File: src/rtl/branch_resolve_unit_if.sv
// Request/response/lookup bundle for branch_resolve_unit.
//   master: drives the branch request, the result back-pressure and the predictor lookup PC.
//   slave : the resolve unit; returns in_ready, the resolved result, lk_pred and the statistics.
// Request : in_valid, br_mode[2:0], use_imm, rf_a, rf_b, imm, pc, pred_taken -> in_ready
// Result  : out_valid, out_taken, out_mispredict <- out_ready
// Lookup  : lk_pc -> lk_pred
// Stats   : br_cnt, mp_cnt
interface branch_resolve_unit_if #(
    parameter int unsigned DATA_W = 32,
    parameter int unsigned IMM_W  = 5,
    parameter int unsigned PC_W   = 32
) ();
    logic              in_valid;
    logic              in_ready;
    logic [2:0]        br_mode;
    logic              use_imm;
    logic [DATA_W-1:0] rf_a;
    logic [DATA_W-1:0] rf_b;
    logic [IMM_W-1:0]  imm;
    logic [PC_W-1:0]   pc;
    logic              pred_taken;
    logic              out_valid;
    logic              out_ready;
    logic              out_taken;
    logic              out_mispredict;
    logic [PC_W-1:0]   lk_pc;
    logic              lk_pred;
    logic [15:0]       br_cnt;
    logic [15:0]       mp_cnt;

    modport master (
        output in_valid, br_mode, use_imm, rf_a, rf_b, imm, pc, pred_taken, out_ready, lk_pc,
        input  in_ready, out_valid, out_taken, out_mispredict, lk_pred, br_cnt, mp_cnt
    );

    modport slave (
        input  in_valid, br_mode, use_imm, rf_a, rf_b, imm, pc, pred_taken, out_ready, lk_pc,
        output in_ready, out_valid, out_taken, out_mispredict, lk_pred, br_cnt, mp_cnt
    );
endinterface

File: src/rtl/branch_resolve_unit.sv
// Branch resolve unit: compares two operands per br_mode, returns the resolved direction and
// whether the frontend mispredicted it one cycle later (valid/ready, single result register),
// trains a table of 2-bit saturating counters and counts resolved/mispredicted branches.
// Ports:
//   clk   - rising-edge clock
//   rst_n - synchronous active-low reset
//   bus   - branch_resolve_unit_if.slave (request, result, predictor lookup, statistics)
// The interface parameters must match DATA_W/IMM_W/PC_W of this module.
module branch_resolve_unit #(
    parameter int unsigned DATA_W    = 32,
    parameter int unsigned IMM_W     = 5,
    parameter int unsigned PC_W      = 32,
    parameter int unsigned PHT_DEPTH = 16
) (
    input  logic                  clk,
    input  logic                  rst_n,
    branch_resolve_unit_if.slave  bus
);
    localparam int unsigned IDX_W = $clog2(PHT_DEPTH);

    typedef enum logic [2:0] {
        ModeNone = 3'b000,
        ModeEq   = 3'b001,
        ModeNe   = 3'b010,
        ModeLt   = 3'b011,
        ModeGe   = 3'b100,
        ModeLtu  = 3'b101,
        ModeGeu  = 3'b110,
        ModeRsvd = 3'b111
    } br_mode_e;

    // Word-aligned index; a PC narrower than the index range zero-extends.
    function automatic logic [IDX_W-1:0] pht_idx(input logic [PC_W-1:0] p);
        return IDX_W'(p >> 2);
    endfunction

    logic [1:0]  pht_q [PHT_DEPTH];
    logic [1:0]  pht_d [PHT_DEPTH];
    logic        out_valid_q, out_valid_d;
    logic        out_taken_q, out_taken_d;
    logic        out_mp_q, out_mp_d;
    logic [15:0] br_cnt_q, br_cnt_d;
    logic [15:0] mp_cnt_q, mp_cnt_d;

    logic              in_ready;
    logic              accept;
    logic [DATA_W-1:0] op_b;
    logic              taken;
    logic              mode_valid;
    logic [IDX_W-1:0]  upd_idx;

    assign in_ready = !out_valid_q || bus.out_ready;
    assign accept   = bus.in_valid && in_ready;
    assign upd_idx  = pht_idx(bus.pc);

    // Direction compare
    always_comb begin
        op_b       = bus.use_imm ? DATA_W'(bus.imm) : bus.rf_b;
        taken      = 1'b0;
        mode_valid = 1'b1;
        unique case (br_mode_e'(bus.br_mode))
            ModeEq:   taken = (bus.rf_a == op_b);
            ModeNe:   taken = (bus.rf_a != op_b);
            ModeLt:   taken = ($signed(bus.rf_a) <  $signed(op_b));
            ModeGe:   taken = ($signed(bus.rf_a) >= $signed(op_b));
            ModeLtu:  taken = (bus.rf_a <  op_b);
            ModeGeu:  taken = (bus.rf_a >= op_b);
            ModeNone,
            ModeRsvd: mode_valid = 1'b0;
        endcase
    end

    // Next state
    always_comb begin
        pht_d       = pht_q;
        out_valid_d = out_valid_q;
        out_taken_d = out_taken_q;
        out_mp_d    = out_mp_q;
        br_cnt_d    = br_cnt_q;
        mp_cnt_d    = mp_cnt_q;
        if (accept) begin
            out_valid_d = 1'b1;
            out_taken_d = taken;
            out_mp_d    = taken ^ bus.pred_taken;
            if (mode_valid) begin
                if (taken && pht_q[upd_idx] != 2'b11) begin
                    pht_d[upd_idx] = pht_q[upd_idx] + 2'b01;
                end else if (!taken && pht_q[upd_idx] != 2'b00) begin
                    pht_d[upd_idx] = pht_q[upd_idx] - 2'b01;
                end
                if (br_cnt_q != 16'hFFFF) begin
                    br_cnt_d = br_cnt_q + 16'd1;
                end
                if ((taken ^ bus.pred_taken) && mp_cnt_q != 16'hFFFF) begin
                    mp_cnt_d = mp_cnt_q + 16'd1;
                end
            end
        end else if (bus.out_ready) begin
            out_valid_d = 1'b0;
        end
    end

    // Reset wins over a same-cycle accept and drops any held result.
    always_ff @(posedge clk) begin
        if (!rst_n) begin
            out_valid_q <= 1'b0;
            out_taken_q <= 1'b0;
            out_mp_q    <= 1'b0;
            br_cnt_q    <= '0;
            mp_cnt_q    <= '0;
            for (int i = 0; i < int'(PHT_DEPTH); i++) begin
                pht_q[i] <= 2'b01;
            end
        end else begin
            out_valid_q <= out_valid_d;
            out_taken_q <= out_taken_d;
            out_mp_q    <= out_mp_d;
            br_cnt_q    <= br_cnt_d;
            mp_cnt_q    <= mp_cnt_d;
            for (int i = 0; i < int'(PHT_DEPTH); i++) begin
                pht_q[i] <= pht_d[i];
            end
        end
    end

    // Lookup reads the registered table, so a same-cycle update returns the old value.
    assign bus.lk_pred        = pht_q[pht_idx(bus.lk_pc)][1];
    assign bus.in_ready       = in_ready;
    assign bus.out_valid      = out_valid_q;
    assign bus.out_taken      = out_taken_q;
    assign bus.out_mispredict = out_mp_q;
    assign bus.br_cnt         = br_cnt_q;
    assign bus.mp_cnt         = mp_cnt_q;
endmodule
File: src/flat_wrapper.sv
// flat-port wrapper written by rule: the top's interface ports become plain ports
module branch_resolve_unit_flat 
#(
    parameter int unsigned DATA_W    = 32,
    parameter int unsigned IMM_W     = 5,
    parameter int unsigned PC_W      = 32,
    parameter int unsigned PHT_DEPTH = 16
)
  (clk, rst_n, bus_in_valid, bus_br_mode, bus_use_imm, bus_rf_a, bus_rf_b, bus_imm, bus_pc, bus_pred_taken, bus_out_ready, bus_lk_pc, bus_in_ready, bus_out_valid, bus_out_taken, bus_out_mispredict, bus_lk_pred, bus_br_cnt, bus_mp_cnt);
  branch_resolve_unit_if #(.DATA_W(DATA_W), .IMM_W(IMM_W), .PC_W(PC_W)) bus_i ();
  input  logic clk;
  input  logic rst_n;
  input wire logic [$bits(bus_i.in_valid)-1:0] bus_in_valid;
  input wire logic [$bits(bus_i.br_mode)-1:0] bus_br_mode;
  input wire logic [$bits(bus_i.use_imm)-1:0] bus_use_imm;
  input wire logic [$bits(bus_i.rf_a)-1:0] bus_rf_a;
  input wire logic [$bits(bus_i.rf_b)-1:0] bus_rf_b;
  input wire logic [$bits(bus_i.imm)-1:0] bus_imm;
  input wire logic [$bits(bus_i.pc)-1:0] bus_pc;
  input wire logic [$bits(bus_i.pred_taken)-1:0] bus_pred_taken;
  input wire logic [$bits(bus_i.out_ready)-1:0] bus_out_ready;
  input wire logic [$bits(bus_i.lk_pc)-1:0] bus_lk_pc;
  output wire logic [$bits(bus_i.in_ready)-1:0] bus_in_ready;
  output wire logic [$bits(bus_i.out_valid)-1:0] bus_out_valid;
  output wire logic [$bits(bus_i.out_taken)-1:0] bus_out_taken;
  output wire logic [$bits(bus_i.out_mispredict)-1:0] bus_out_mispredict;
  output wire logic [$bits(bus_i.lk_pred)-1:0] bus_lk_pred;
  output wire logic [$bits(bus_i.br_cnt)-1:0] bus_br_cnt;
  output wire logic [$bits(bus_i.mp_cnt)-1:0] bus_mp_cnt;
  assign bus_i.in_valid = bus_in_valid;
  assign bus_i.br_mode = bus_br_mode;
  assign bus_i.use_imm = bus_use_imm;
  assign bus_i.rf_a = bus_rf_a;
  assign bus_i.rf_b = bus_rf_b;
  assign bus_i.imm = bus_imm;
  assign bus_i.pc = bus_pc;
  assign bus_i.pred_taken = bus_pred_taken;
  assign bus_i.out_ready = bus_out_ready;
  assign bus_i.lk_pc = bus_lk_pc;
  assign bus_in_ready = bus_i.in_ready;
  assign bus_out_valid = bus_i.out_valid;
  assign bus_out_taken = bus_i.out_taken;
  assign bus_out_mispredict = bus_i.out_mispredict;
  assign bus_lk_pred = bus_i.lk_pred;
  assign bus_br_cnt = bus_i.br_cnt;
  assign bus_mp_cnt = bus_i.mp_cnt;
  branch_resolve_unit #(.DATA_W(DATA_W), .IMM_W(IMM_W), .PC_W(PC_W), .PHT_DEPTH(PHT_DEPTH)) u_core (.clk(clk), .rst_n(rst_n), .bus(bus_i));
endmodule
File: config.mk
export PLATFORM = sky130hd
export DESIGN_NAME = branch_resolve_unit_flat
export DESIGN_NICKNAME = d
export VERILOG_FILES = /design/src/rtl/branch_resolve_unit_if.sv /design/src/rtl/branch_resolve_unit.sv /design/src/flat_wrapper.sv
export SDC_FILE = /design/constraint.sdc
export NUM_CORES = 1
export LEC_CHECK = 0
export CAP_MARGIN = 10
export CORE_AREA = 5 5 126 128
export CTS_CLUSTER_SIZE = 14
export DETAILED_ROUTE_END_ITERATION = 6
export DIE_AREA = 0 0 131 133
export PLACE_DENSITY = 0.67
export SLEW_MARGIN = 20
export SYNTH_ARGS = -nofsm -noshare
export SYNTH_HDL_FRONTEND = slang
export SYNTH_SLANG_ARGS = --single-unit
File: constraint.sdc
create_clock -name clk -period 7.4 [get_ports clk]
set_clock_uncertainty 0.05 [all_clocks]
set_input_delay 1.85 -clock clk [delete_from_list [all_inputs] [get_ports clk]]
set_output_delay 1.85 -clock clk [all_outputs]
set_load 0.1 [all_outputs]
Word level (Yosys, flattened, before mapping)
Index checks and enable logic that the tools add are counted.
{ "classes": {"bitwise": 4, "order_cmp": 7, "addsub": 4, "eq_ne": 12, "reduce_logical": 16, "mux": 16} }
{ "op_table": {"columns": ["operator", "n"], "rows": [
  ["$mux 32", 3],
  ["$bwmux 32", 2],
  ["$ge 32x32->1", 2],
  ["$lt 32x32->1", 2],
  ["$add 16x1->16 const B", 2],
  ["$eq 32x32->1", 1],
  ["$ne 16x16->1 const B", 2],
  ["$ne 32x32->1", 1],
  ["$bmux 2 s4", 2],
  ["$eq 3x3->1 const B", 4],
  ["$ge 5x5->1 const B", 2],
  ["$mux 2", 5],
  ["$not 4->5", 2],
  ["$reduce_and 3->1", 3],
  ["$demux 2 s4", 1],
  ["$eq 3x2->1 const B", 2],
  ["$pmux 1 s6", 1],
  ["$reduce_bool 2->1", 3],
  ["$logic_and 1x1->1", 5],
  ["$lt 5x1->1 const B", 1],
  ["$eq 3x1->1 const B", 1],
  ["$logic_not 3->1", 1],
  ["$add 2x1->2 const B", 1],
  ["$logic_not 1->1", 2],
  ["other kinds (7)", 8]
]} }
{ "word_totals": {"input_bits": 142, "regBits": 67, "output_inout_bits": 37} }

Longest topological paths before layout
Gate-level depths: netlist (run 1).
{ "logic_depth": {"word_depth": 8, "mapped_depth": 13, "mapped_depth_nobuf": 11} }

Least setup slack after synthesis (run 1)
No wires, ideal clock.
{ "synth_timing": {"path_type": "input to output", "start": "input port bus_lk_pc[2]", "end": "output port bus_lk_pred", "arrival_time_ns": 3.061, "path_stages": 2, "path_buffers": 0, "slack_ns": 2.439, "cell_sequence": "mux4_2 -> mux4_2"} }
{ "synth_via": {"elab_chain_cells": 4} }
{ "synth_rtl": {"columns": ["item", "line_no", "source"], "rows": [
  ["start: declaration", "flat_wrapper.sv:22", "input wire logic [$bits(bus_i.lk_pc)-1:0] bus_lk_pc;"],
  ["$not 4->5 (implied by the code)", "branch_resolve_unit.sv:127", "assign bus.lk_pred = pht_q[pht_idx(bus.lk_pc)][1];"],
  ["$bmux 2 s4", "branch_resolve_unit.sv:127", null],
  ["$mux 2 (implied by the code) (2 in a row)", "branch_resolve_unit.sv:127", null],
  ["end: declaration", "flat_wrapper.sv:27", "output wire logic [$bits(bus_i.lk_pred)-1:0] bus_lk_pred;"]
]} }
No other way between the ends. The select of a mux whose other input is x is not followed.

Worst setup path after layout (run 1)
Same ends and word-level chain as after synthesis.

==> results of run 1 <==
==> tightest hold or removal path, delay by kind of cell, from the launching register on <==
| family | cells | cell delay (ps) |
|---|---|---|
| mux | 1 | 50 |
| flops | 1 | 320 |
| simple gates | 1 | 60 |
==> layer usage <==
layer,GRT usage,share of wire
met5,0,0
met4,0.0446,0.013
met3,0.0436,0.095
met2,0.263,0.46
met1,0.188,0.43
==> worst max path at each step <==
stage | from | end | slack [ps] | cells after the start
6_report | bus_lk_pc[2] | bus_lk_pred | 1020 | 4
5_1_grt | bus_use_imm | u_core.pht_q[13] | 870 | 13
4_1_cts | bus_lk_pc[2] | bus_lk_pred | 1010 | 4
3_5_place_dp | bus_use_imm | u_core.pht_q[13] | 860 | 13
3_3_place_gp | bus_use_imm | flip-flop | 1010 | 13
2_1_floorplan | bus_lk_pc[2] | bus_lk_pred | 2440 | 2
==> cells by family (layout without fill, tap and decap cells) <==
logic type / Yosys count / count (layout) / synth area share
simple gates: 263 / 263 / 0.285
compound gates: 52 / 52 / 0.0637
fa+ha+maj: 36 / 36 / 0.0896
flops: 67 / 67 / 0.267
xor+xnor: 8 / 8 / 0.0139
mux: 102 / 102 / 0.241
buf+inv: 50 / 151 / 0.0401
==> metrics by stage <==
step / std cells / hold slack, ps / area, um2 / worst slack (ps)
2_1_floorplan: 578 / 395 / 5030 / 2440
3_3_place_gp: 853 / 405 / 6340 / 1010
3_5_place_dp: 853 / 423 / 6340 / 859
4_1_cts: 867 / 430 / 6610 / 1010
5_1_grt: 867 / 438 / 6610 / 867
6_report: 867 / 428 / 6610 / 1020
==> area by class of cell <==
cell class,count,area share
clock buffer,12,0.0388
multi-input combinational,461,0.527
inverter,12,0.00681
sequential,67,0.203
clock inverter,2,0.00189
tap,188,0.0356
timing repair buffer,125,0.187
==> report_power, final <==
| group | switching [W] | leakage, nW | internal (W) |
|---|---|---|---|
| Combinational | 0.000125 | 1.94 | 0.000105 |
| Sequential | 0.00000536 | 0.542 | 0.000368 |
| Clock | 0.000148 | 0.131 | 0.000240 |
| Total | 0.000278 | 2.62 | 0.000713 |
==> placed cells by master, fill, tap and decap left out, drive strengths merged, types with 4 or more instances in the layout <==
cell type,Yosys,layout
clkdlybuf4s50,0,121
mux2i,85,85
dfxtp,67,67
nand2,63,63
nand2b,46,46
nor4,37,37
ha,36,36
nor3,26,26
nor2b,20,20
mux4,15,15
nand4,15,15
a21oi,15,15
o21ai,15,15
inv,12,12
nor2,12,12
nand3,12,12
clkbuf,21,12
or3,10,10
a21boi,10,10
and2,10,10
or2,5,5
and4,4,4
xnor2,4,4
xor2,4,4
buf,17,4
==> summary.md, run 1 <==
| Metric | Value |
|---|---|
| Worst hold path startpoint | `u_core.bus.mp_cnt[10]` |
| Number of synthesized flops with an enable pin | `0` |
| Run status | `completed` |
| Wire length of the first global-routing pass | `22.1 mm` |
| Via count of the routed design | `4,624` |
| Clock slew at the register clock pins of the worst setup and hold paths | `50 ps` |
| Worst-case hold path end point | `u_core.bus.mp_cnt[10]` |
| Buffers and inverters on the worst path | `2` |
| Class of the tightest hold or removal check | `flip-flop to flip-flop` |
| Clock net sink count | `67` |
| PD cells | `150 nW/um2` |
| Drt drc | `0` |
| Clock latency of the later-clocked register in the worst-skew pair | `330 ps` |
| Delay of the slowest cell on the worst path | `980 ps` |
| Diodes inserted | `0` |
| Average detailed-routed wire length per instance | `16.1 um` |
| Post-CTS Resized | `0` |
| Overall power | `0.000991 W` |
| Global route total overflow | `0` |
| Largest voltage drop on the vdd net | `0.127 mV` |
| Cell count after synthesis | `578` |
| Via/cell ratio | `5.33` |
| Initial core utilization | `0.341` |
| Post-route fraction of the period consumed by the critical path | `0.862` |
| Kind of cell adding the most delay to the critical path | `buffers and inverters` |
| Number of global-route vias before repair | `4,574` |
| ANT nets after route | `0` |
| Cell Chain, Critical Path | `clkdlybuf4s50_1, mux4_2, mux4_2, clkdlybuf4s50_1` |
| Type of the setup path with the least slack | `input pin to primary output` |
| Final total negative setup slack | `0 ps` |
| Reported max-cap violation count | `0` |
| TritonCTS buffer count | `9` |
| Yosys Warn Count | `0` |
| Tightest slew margin relative to the limit | `0.280` |
| Floorplan core area | `14,800 um2` |
| Distinct cells, synth | `42` |
| Number of buffers inserted by hold repair at cts | `0` |
| Register-to-register setup slack | `4020 ps` |
| Number of antenna violations at the first check in global routing | `0` |
| Largest area contributor in the synthesized netlist | `sky130_fd_sc_hd__dfxtp_1` |
| Worst Path Max Fanout | `4` |
| Multi-input combinational cell area | `3480 um2` |
| CP Data Required Time | `5500 ps` |
| Largest net degree at the start of global routing | `87` |
| Leading cell type by number of instances after synthesis | `sky130_fd_sc_hd__mux2i_1` |
| Top-level port count | `179` |
| Part of the Yosys area used for sequential elements | `0.267` |
| Fraction of synthesized cell area taken by the top area cell type | `0.267` |
| Overall die area | `17,400 um2` |
| Row cnt | `45` |
| Count of filler cells inserted in the layout | `1,404` |
| Buffer levels on the longest clock path | `2` |
| PortBufs | `122` |
| Slowest cell on the critical path | `sky130_fd_sc_hd__clkdlybuf4s50_1` |
| Async set-or-reset flop fraction in the synthesized netlist | `0` |
| Unrepaired setup endpoints after global routing | `no` |
| Cell count of the worst hold path | `2` |
| Top_reg_cell synth | `sky130_fd_sc_hd__dfxtp_1` |
| Max Fclk | `0.157 GHz` |
| End of the worst register-to-register path | `u_core.bus.br_cnt[13]` |
| Synthesized cell area | `5030 um2` |
| Depth of the CTS H-tree | `3` |
| Sequential cell area | `1340 um2` |
| Global-route usage over all layers | `0.155` |
| Lkg Pwr | `2.62 nW` |
| HPWL reported at the end of detailed placement | `10.4 mm` |
| Post-synth net total | `756` |
| Detailed Route WL | `13.9 mm` |
| Buffers inserted during post-CTS setup optimization | `0` |
| Layout-stage area growth over the synthesis result | `31.6%` |
| Die Wd | `131 um` |
| Worst r2r path cells | `7` |
| TritonCTS clock tree | `built` |
| Endpoint class of the critical path | `primary output` |
| Net count reported at finish | `854` |
| Transition time at the pin with the least slew margin | `1080 ps` |
| Arrival time at the worst endpoint | `4480 ps` |
| Time the worst path needs with I/O delays and setup | `6380 ps` |
| R2r startpoint | `u_core.bus.out_valid` |
| Final GP Congestion | `0.816` |
| Most frequent cells after synthesis | `85 x sky130_fd_sc_hd__mux2i_1, 67 x sky130_fd_sc_hd__dfxtp_1, 63 x sky130_fd_sc_hd__nand2_1, 46 x sky130_fd_sc_hd__nand2b_1, 37 x sky130_fd_sc_hd__nor4_1` |
| Cell at the root of the clock tree | `sky130_fd_sc_hd__clkbuf_16` |
| Number of slew-limit violations in the final report | `0` |
| Total of endpoints with negative setup slack in the final report | `0` |
| Detailed Route Iter0 Violations | `221` |
| Flip-flop and latch count after synthesis | `67` |
| Number of iterations in the first detailed-routing pass | `5` |
| Final core occ | `0.448` |
| Share of final-layout standard cells stronger than drive strength 1 | `0.0589` |
| Nature of the critical path startpoint | `input pin` |
| Number of hold violations in the final report | `0` |
| Synthesized area divided by synthesized cell count | `8.70 um2` |
| Chip height | `133 um` |
| Top cells by area, synth | `sky130_fd_sc_hd__dfxtp_1 27%, sky130_fd_sc_hd__mux2i_1 17%, sky130_fd_sc_hd__ha_1 9.0%, sky130_fd_sc_hd__mux4_2 6.7%, sky130_fd_sc_hd__nand2b_1 5.7%` |
No activity file was read; power rests on OpenSTA's default activity.
==> inputs of run 2 (changes only) <==
--- a/config.mk
+++ b/config.mk
@@ -6,11 +6,12 @@
 export NUM_CORES = 1
 export LEC_CHECK = 0
 export CAP_MARGIN = 10
-export CORE_AREA = 5 5 126 128
+export CORE_AREA = 2 2 123 125
 export CTS_CLUSTER_SIZE = 14
 export DETAILED_ROUTE_END_ITERATION = 6
-export DIE_AREA = 0 0 131 133
-export PLACE_DENSITY = 0.67
+export DIE_AREA = 0 0 125 127
+export DONT_BUFFER_PORTS = 1
+export PLACE_DENSITY = 0.52
 export SLEW_MARGIN = 20
 export SYNTH_ARGS = -nofsm -noshare
 export SYNTH_HDL_FRONTEND = slang
==> run 2 against run 1 <==
Cell area shrank 17%; sequential share of layout area grew 4.3 points; count of clock-buffer cells in the layout stayed put; worst hold slack got worse by 2.2 ps; die area is 8.9% lower; register-to-register slack worse by 590 ps; first-iteration DRC count decreased by 4.1%; total power is 0.91% higher; cell count down 14%; fmax increased by 27%; combinational power decreased by 40%; largest cell class unchanged.
==> summary.md, run 2 (same netlist as run 1, synthesis figures left out) <==
| Metric | Value |
|---|---|
| HPWL reported at the end of detailed placement | `8.93 mm (-14%)` |
| Global route total overflow | `0 (unchanged)` |
| Class of the tightest hold or removal check | `flip-flop to flip-flop` |
| Count of filler cells inserted in the layout | `1,442 (+2.7%)` |
| Chip height | `127 um (-4.5%)` |
| Detailed Route WL | `12.2 mm (-12%)` |
| Floorplan core area | `14,400 um2 (-2.2%)` |
| Delay of the slowest cell on the worst path | `770 ps (-210 ps)` |
| Final core occ | `0.379 (-0.0697)` |
| Post-route fraction of the period consumed by the critical path | `0.678 (-0.183)` |
| Number of hold violations in the final report | `0 (unchanged)` |
| Buffer levels on the longest clock path | `2 (unchanged)` |
| Nature of the critical path startpoint | `input pin` |
| Tightest slew margin relative to the limit | `0.245 (-0.0356)` |
| Sequential cell area | `1340 um2 (unchanged)` |
| Buffers inserted during post-CTS setup optimization | `0 (unchanged)` |
| Final total negative setup slack | `0 ps (unchanged)` |
| Hold Worst Slack | `426 ps (-2.23 ps)` |
| Commonest non-fill, non-tap cells in the layout | `85 x sky130_fd_sc_hd__mux2i_1, 67 x sky130_fd_sc_hd__dfxtp_1, 62 x sky130_fd_sc_hd__nand2_1` |
| Clock latency of the later-clocked register in the worst-skew pair | `340 ps (about the same)` |
| Overall die area | `15,900 um2 (-8.9%)` |
| Combinational power share | `0.138 (-0.094)` |
| Number of iterations in the first detailed-routing pass | `5 (unchanged)` |
| Global-route usage over all layers | `0.154 (-0.000331)` |
| Layout-stage area growth over the synthesis result | `8.64%` |
| Net count reported at finish | `734 (-14%)` |
| Top-level port count | `179 (unchanged)` |
| Clock slew at the register clock pins of the worst setup and hold paths | `50 ps (about the same)` |
| Die Wd | `125 um (-4.6%)` |
| Multi-input combinational cell area | `3490 um2 (about the same)` |
| Standard cell area after detailed placement | `5140 um2 (-19%)` |
| Clock group share of total power | `0.464 (+0.072)` |
| Via count of the routed design | `4,127 (-11%)` |
| Arrival time at the worst endpoint | `3120 ps (-1360 ps)` |
| Part of the power in registers | `0.398 (+0.021)` |
| Total of endpoints with negative setup slack in the final report | `0 (unchanged)` |
| Share of final-layout standard cells stronger than drive strength 1 | `0.0766 (+0.0177)` |
| Cell Chain, Critical Path | `mux4_2, mux4_2` |
| Clock net sink count | `67 (unchanged)` |
| Via/cell ratio | `5.54 (+3.9%)` |
| Buffers and inverters on the worst path | `0 (-2)` |
| Time the worst path needs with I/O delays and setup | `5020 ps (-1360 ps)` |
| Final GP Congestion | `0.837 (+2.6%)` |
| Switching power share of the total | `0.267 (-0.0131)` |
| Endpoint class of the critical path | `primary output` |
| Worst slack, placed | `2000 ps (+1140 ps)` |
| ANT nets after route | `0 (unchanged)` |
| Run status | `completed` |
| P_int | `0.000733 W (+2.8%)` |
| Number of buffers inserted by hold repair at cts | `0 (unchanged)` |
| Lkg Pwr | `2.19 nW (-16%)` |
| Unrepaired setup endpoints after global routing | `no` |
| Slowest cell on the critical path | `sky130_fd_sc_hd__mux4_2` |
| Number of slew-limit violations in the final report | `0 (unchanged)` |
| Depth of the CTS H-tree | `3 (unchanged)` |
| Switching component of the power | `0.000267 W (-3.8%)` |
| Cell at the root of the clock tree | `sky130_fd_sc_hd__clkbuf_16` |
| TritonCTS buffer count | `9 (unchanged)` |
| Type of the setup path with the least slack | `input pin to primary output` |
| Diodes inserted | `0 (unchanged)` |
| Detailed Route Iter0 Violations | `212 (-4.1%)` |
| Cell with the most instances on the worst path | `sky130_fd_sc_hd__mux4_2` |
| Number of antenna violations at the first check in global routing | `0 (unchanged)` |
| Wire length of the first global-routing pass | `20.2 mm (-8.6%)` |
| Number of global-route vias before repair | `4,018 (-12%)` |
| Reported max-cap violation count | `0 (unchanged)` |
| Worst Path Max Fanout | `4 (unchanged)` |
| Kind of cell adding the most delay to the critical path | `multiplexers` |
| CP Data Required Time | `5500 ps (about the same)` |
| Initial core utilization | `0.349 (+0.00775)` |
| Transition time at the pin with the least slew margin | `1130 ps (+54.5 ps)` |
| Drt drc | `0 (unchanged)` |
| TritonCTS clock tree | `built` |
| PD cells | `183 nW/um2 (+22%)` |
| Row cnt | `44 (-2.2%)` |
| PortBufs | `0 (-100%)` |
| Crit path setup slack, layout | `2380 ps (+1360 ps)` |
| Max Fclk | `0.199 GHz (+27%)` |
| Fin area | `5460 um2 (-17%)` |
| Post-CTS Resized | `0 (unchanged)` |
| Largest voltage drop on the vdd net | `0.136 mV (+6.5%)` |
| Most frequent standard cell in the layout excluding fill and tap cells | `sky130_fd_sc_hd__mux2i_1` |
| Average detailed-routed wire length per instance | `16.4 um (+1.9%)` |
| Largest net degree at the start of global routing | `87 (unchanged)` |
## run 2: cell types whose count changed in the layout (fill, tap and decap cells not counted), sizes merged
| cell | before | now |
|---|---|---|
| bufinv | 0 | 2 |
| clkdlybuf4s50 | 121 | 0 |
| clkinvlp | 1 | 0 |
| clkinv | 1 | 2 |
| buf | 4 | 5 |
## run 2: area by class of cell
class / count / share of cell area
tap: 184 / 0.0422
multi-input combinational: 461 / 0.638
clock inverter: 4 / 0.0135
inverter: 12 / 0.00825
timing repair buffer: 5 / 0.00687
sequential: 67 / 0.246
clock buffer: 12 / 0.0451
## run 2: worst reg2reg max path: cells and delay by family, from the launching register on
family                    cells  cell delay (ps)
xor gates and xnor gates      1              100
and+or+nand+nor               6             2050
AOI/OAI and AO/OA             1              710
buffers and inverters         1              320
DFF                           1              640
## run 2: layer usage
metal	vias up	wire [um]	global-route usage
li1	2059	-	-
met1	1929	5350	0.190
met2	124	5740	0.258
met3	15	882	0.0477
met4	0	210	0.0523
met5	-	0	0
## run 2: metrics by stage
stage / instances / power, W
floorplan: 578 / 0.000529
global placement: 729 / 0.000538
detailed placement: 729 / 0.000544
CTS: 745 / 0.00102
global route: 745 / 0.00105
finish: 745 / 0.00100
## run 2: path summary, 6_finish.rpt
check,cells after the start,start,slack (ps),endpoint
worst min register to register,2,u_core.pht_q[19],430,u_core.pht_q[19]
worst max-delay path,2,bus_lk_pc[2],2380,bus_lk_pred
worst min-delay path,2,u_core.pht_q[19],430,u_core.pht_q[19]
worst max register to register,9,u_core.bus.out_valid,3430,u_core.bus.br_cnt[7]
## run 2: power groups by stage
stage / registers, W / clock network (W) / logic, W
5_1_grt: 0.000399 / 0.000493 / 0.000154
4_1_cts: 0.000398 / 0.000481 / 0.000138
2_1_floorplan: 0.000404 / 0 / 0.000125
3_3_place_gp: 0.000406 / 0 / 0.000133
6_report: 0.000398 / 0.000465 / 0.000138
3_5_place_dp: 0.000406 / 0 / 0.000138
==> inputs of run 3 (changes only) <==
--- a/config.mk
+++ b/config.mk
@@ -11,7 +11,7 @@
 export DETAILED_ROUTE_END_ITERATION = 6
 export DIE_AREA = 0 0 125 127
 export DONT_BUFFER_PORTS = 1
-export PLACE_DENSITY = 0.52
+export PLACE_DENSITY = 0.53
 export SLEW_MARGIN = 20
 export SYNTH_ARGS = -nofsm -noshare
 export SYNTH_HDL_FRONTEND = slang
==> constraint.sdc (replaced) <==
create_clock -name clk -period 4.6 [get_ports clk]
set_clock_uncertainty 0.05 [all_clocks]
set_input_delay 1.15 -clock clk [delete_from_list [all_inputs] [get_ports clk]]
set_output_delay 1.15 -clock clk [all_outputs]
set_load 0.1 [all_outputs]
==> run 3 against run 2 <==
Setup slack worse by 1700 ps; cell count is 3.5% higher; die area unchanged; largest cell class unchanged; critical endpoint is now u_core.pht_q[13]; critical path depth increased by 10.
==> summary.md, run 3 (same netlist as run 1, synthesis figures left out) <==
| Metric | Value |
|---|---|
| PortBufs | `0 (unchanged)` |
| Lkg Pwr | `2.33 nW (+6.3%)` |
| Class of the tightest hold or removal check | `flip-flop to flip-flop` |
| Unrepaired setup endpoints after global routing | `no` |
| Run status | `completed` |
| Number of antenna violations at the first check in global routing | `0 (unchanged)` |
| Post-route fraction of the period consumed by the critical path | `0.861` |
| HPWL reported at the end of detailed placement | `9.31 mm (+4.3%)` |
| Largest voltage drop on the vdd net | `0.209 mV (+54%)` |
| Average detailed-routed wire length per instance | `16.3 um (-0.14%)` |
| Total of endpoints with negative setup slack in the final report | `0 (unchanged)` |
| Standard cell area after detailed placement | `5350 um2 (+4.0%)` |
| Buffer levels on the longest clock path | `2 (unchanged)` |
| Inst Count DP | `755 (+3.6%)` |
| Global-route usage over all layers | `0.160 (+0.00552)` |
| Cell at the root of the clock tree | `sky130_fd_sc_hd__clkbuf_16` |
| Slowest cell on the critical path | `sky130_fd_sc_hd__mux2i_1` |
| Via/cell ratio | `5.51 (-0.49%)` |
| Buffers inserted during post-CTS setup optimization | `0 (unchanged)` |
| Largest net degree at the start of global routing | `87 (unchanged)` |
| Cell Chain, Critical Path | `nand2b_1, ha_1, a21oi_1, nand2_1, a221o_1, o31a_1, or2_1, a31o_2, nor3_4, buf_12, mux2i_1, mux2i_1` |
| Type of the setup path with the least slack | `input pin to flip-flop` |
| Detailed Route Iter0 Violations | `233 (+9.9%)` |
| Clock slew at the register clock pins of the worst setup and hold paths | `50 ps (about the same)` |
| Number of slew-limit violations in the final report | `0 (unchanged)` |
| Overall power | `0.00160 W (+60%)` |
| Fin area | `5660 um2 (+3.6%)` |
| Switching power share of the total | `0.271 (+0.00434)` |
| Combinational power share | `0.154 (+0.016)` |
| Tightest slew margin relative to the limit | `0.241 (-0.00405)` |
| Max Fclk | `0.253 GHz` |
| Endpoint class of the critical path | `flip-flop` |
| Overall die area | `15,900 um2 (unchanged)` |
| Number of global-route vias before repair | `4,205 (+4.7%)` |
| P_int | `0.00117 W (+59%)` |
| PD cells | `284 nW/um2 (+55%)` |
| Post-layout instance count excluding filler cells | `771 (+3.5%)` |
| Layout-stage area growth over the synthesis result | `12.5%` |
| Nature of the critical path startpoint | `input pin` |
| Clock latency of the later-clocked register in the worst-skew pair | `340 ps (about the same)` |
| Detailed Route WL | `12.6 mm (+3.3%)` |
| Clock group share of total power | `0.457 (-0.007)` |
| Floorplan core area | `14,400 um2 (unchanged)` |
| Worst Path Max Fanout | `33 (+29)` |
| Initial core utilization | `0.349 (unchanged)` |
| Number of iterations in the first detailed-routing pass | `6 (+1)` |
| Diodes inserted | `0 (unchanged)` |
| Delay of the slowest cell on the worst path | `390 ps (-380 ps)` |
| Via count of the routed design | `4,250 (+3.0%)` |
| ANT nets after route | `0 (unchanged)` |
| Most frequent standard cell in the layout excluding fill and tap cells | `sky130_fd_sc_hd__mux2i_1` |
| Number of buffers inserted by hold repair at cts | `0 (unchanged)` |
| Chip height | `127 um (unchanged)` |
| Transition time at the pin with the least slew margin | `1140 ps (+6.06 ps)` |
| Share of final-layout standard cells stronger than drive strength 1 | `0.116 (+0.0392)` |
| Part of the power in registers | `0.389 (-0.009)` |
| Wire length of the first global-routing pass | `20.8 mm (+3.0%)` |
| Reported max-cap violation count | `0 (unchanged)` |
| Top-level port count | `179 (unchanged)` |
| Final total negative setup slack | `0 ps (unchanged)` |
| Global route total overflow | `0 (unchanged)` |
| Number of hold violations in the final report | `0 (unchanged)` |
| Switching component of the power | `0.000436 W (+63%)` |
| Final GP Congestion | `0.820 (-2.0%)` |
| TritonCTS clock tree | `built` |
| TritonCTS buffer count | `9 (unchanged)` |
| Clock net sink count | `67 (unchanged)` |
| Die Wd | `125 um (unchanged)` |
| Drt drc | `0 (unchanged)` |
| Net count reported at finish | `760 (+3.5%)` |
| Commonest non-fill, non-tap cells in the layout | `85 x sky130_fd_sc_hd__mux2i_1, 67 x sky130_fd_sc_hd__dfxtp_1, 63 x sky130_fd_sc_hd__nand2_1` |
| Hold Worst Slack | `426 ps (+0.0630 ps)` |
| Row cnt | `44 (unchanged)` |
| Time the worst path needs with I/O delays and setup | `3960 ps` |
| Depth of the CTS H-tree | `3 (unchanged)` |
| Post-CTS Resized | `0 (unchanged)` |
| Arrival time at the worst endpoint | `4170 ps (+1050 ps)` |
| CP Data Required Time | `4820 ps (-680 ps)` |
| Cell with the most instances on the worst path | `sky130_fd_sc_hd__mux2i_1` |
run 3: changes by cell type in the layout (fill, tap and decap cells not counted):
cell,delta
sky130_fd_sc_hd__buf_4,+25
sky130_fd_sc_hd__buf_12,+1
sky130_fd_sc_hd__clkbuf_8,-1
sky130_fd_sc_hd__clkinv_2,+1
sky130_fd_sc_hd__clkinv_4,-1
sky130_fd_sc_hd__clkinvlp_4,+1
sky130_fd_sc_hd__nand2_1,+1
sky130_fd_sc_hd__nand2_2,-1
run 3: worst max-delay path, delay by kind of cell:
| kind | cells | cell delay, ps |
|---|---|---|
| buffers and inverters | 1 | 280 |
| multiplexers | 2 | 620 |
| AO/OA/AOI/OAI | 4 | 1140 |
| AND/OR/NAND/NOR | 4 | 670 |
| adder cells (fa/ha/maj) | 1 | 310 |
run 3: final cells by class:
| cell class | count | area [um2] |
|---|---|---|
| Multi-Input combinational cell | 461 | 3480 |
| Clock inverter | 5 | 77.6 |
| Clock buffer | 11 | 233 |
| Inverter | 12 | 45.0 |
| Fill cell | 1471 | 8770 |
| Tap cell | 184 | 230 |
| Sequential cell | 67 | 1340 |
| Timing Repair Buffer | 31 | 245 |
run 3: routing by layer:
layer / global-route usage / part of all wire / up-vias / wire (um)
met4: 0.0595 / 0.014 / 0 / 178
met5: 0 / 0 / - / 0
met1: 0.189 / 0.43 / 1973 / 5470
met2: 0.278 / 0.48 / 147 / 6070
li1: - / - / 2120 / -
met3: 0.0440 / 0.069 / 10 / 869
run 3: path summary, 6_finish.rpt:
check	startpoint	end	slack [ps]	cells after the start
max	bus_use_imm	u_core.pht_q[13]	640	12
min	u_core.pht_q[25]	u_core.pht_q[25]	430	2
max reg2reg	u_core.bus.mp_cnt[4]	u_core.bus.mp_cnt[15]	1160	11
min reg2reg	u_core.pht_q[25]	u_core.pht_q[25]	430	2
run 3: stage by stage:
step,setup WS [ps],util
CTS,620,0.392
finish,641,0.392
detailed placement,300,0.371
global route,445,0.392
global placement,354,0.371
floorplan,377,-
run 3: power by group through the flow:
stage          logic, W  registers (W)  clock network (W)
2_1_floorplan  0.000201       0.000650                  0
3_3_place_gp   0.000238       0.000636                  0
3_5_place_dp   0.000248       0.000637                  0
4_1_cts        0.000249       0.000624           0.000754
5_1_grt        0.000273       0.000625           0.000777
6_report       0.000247       0.000624           0.000733
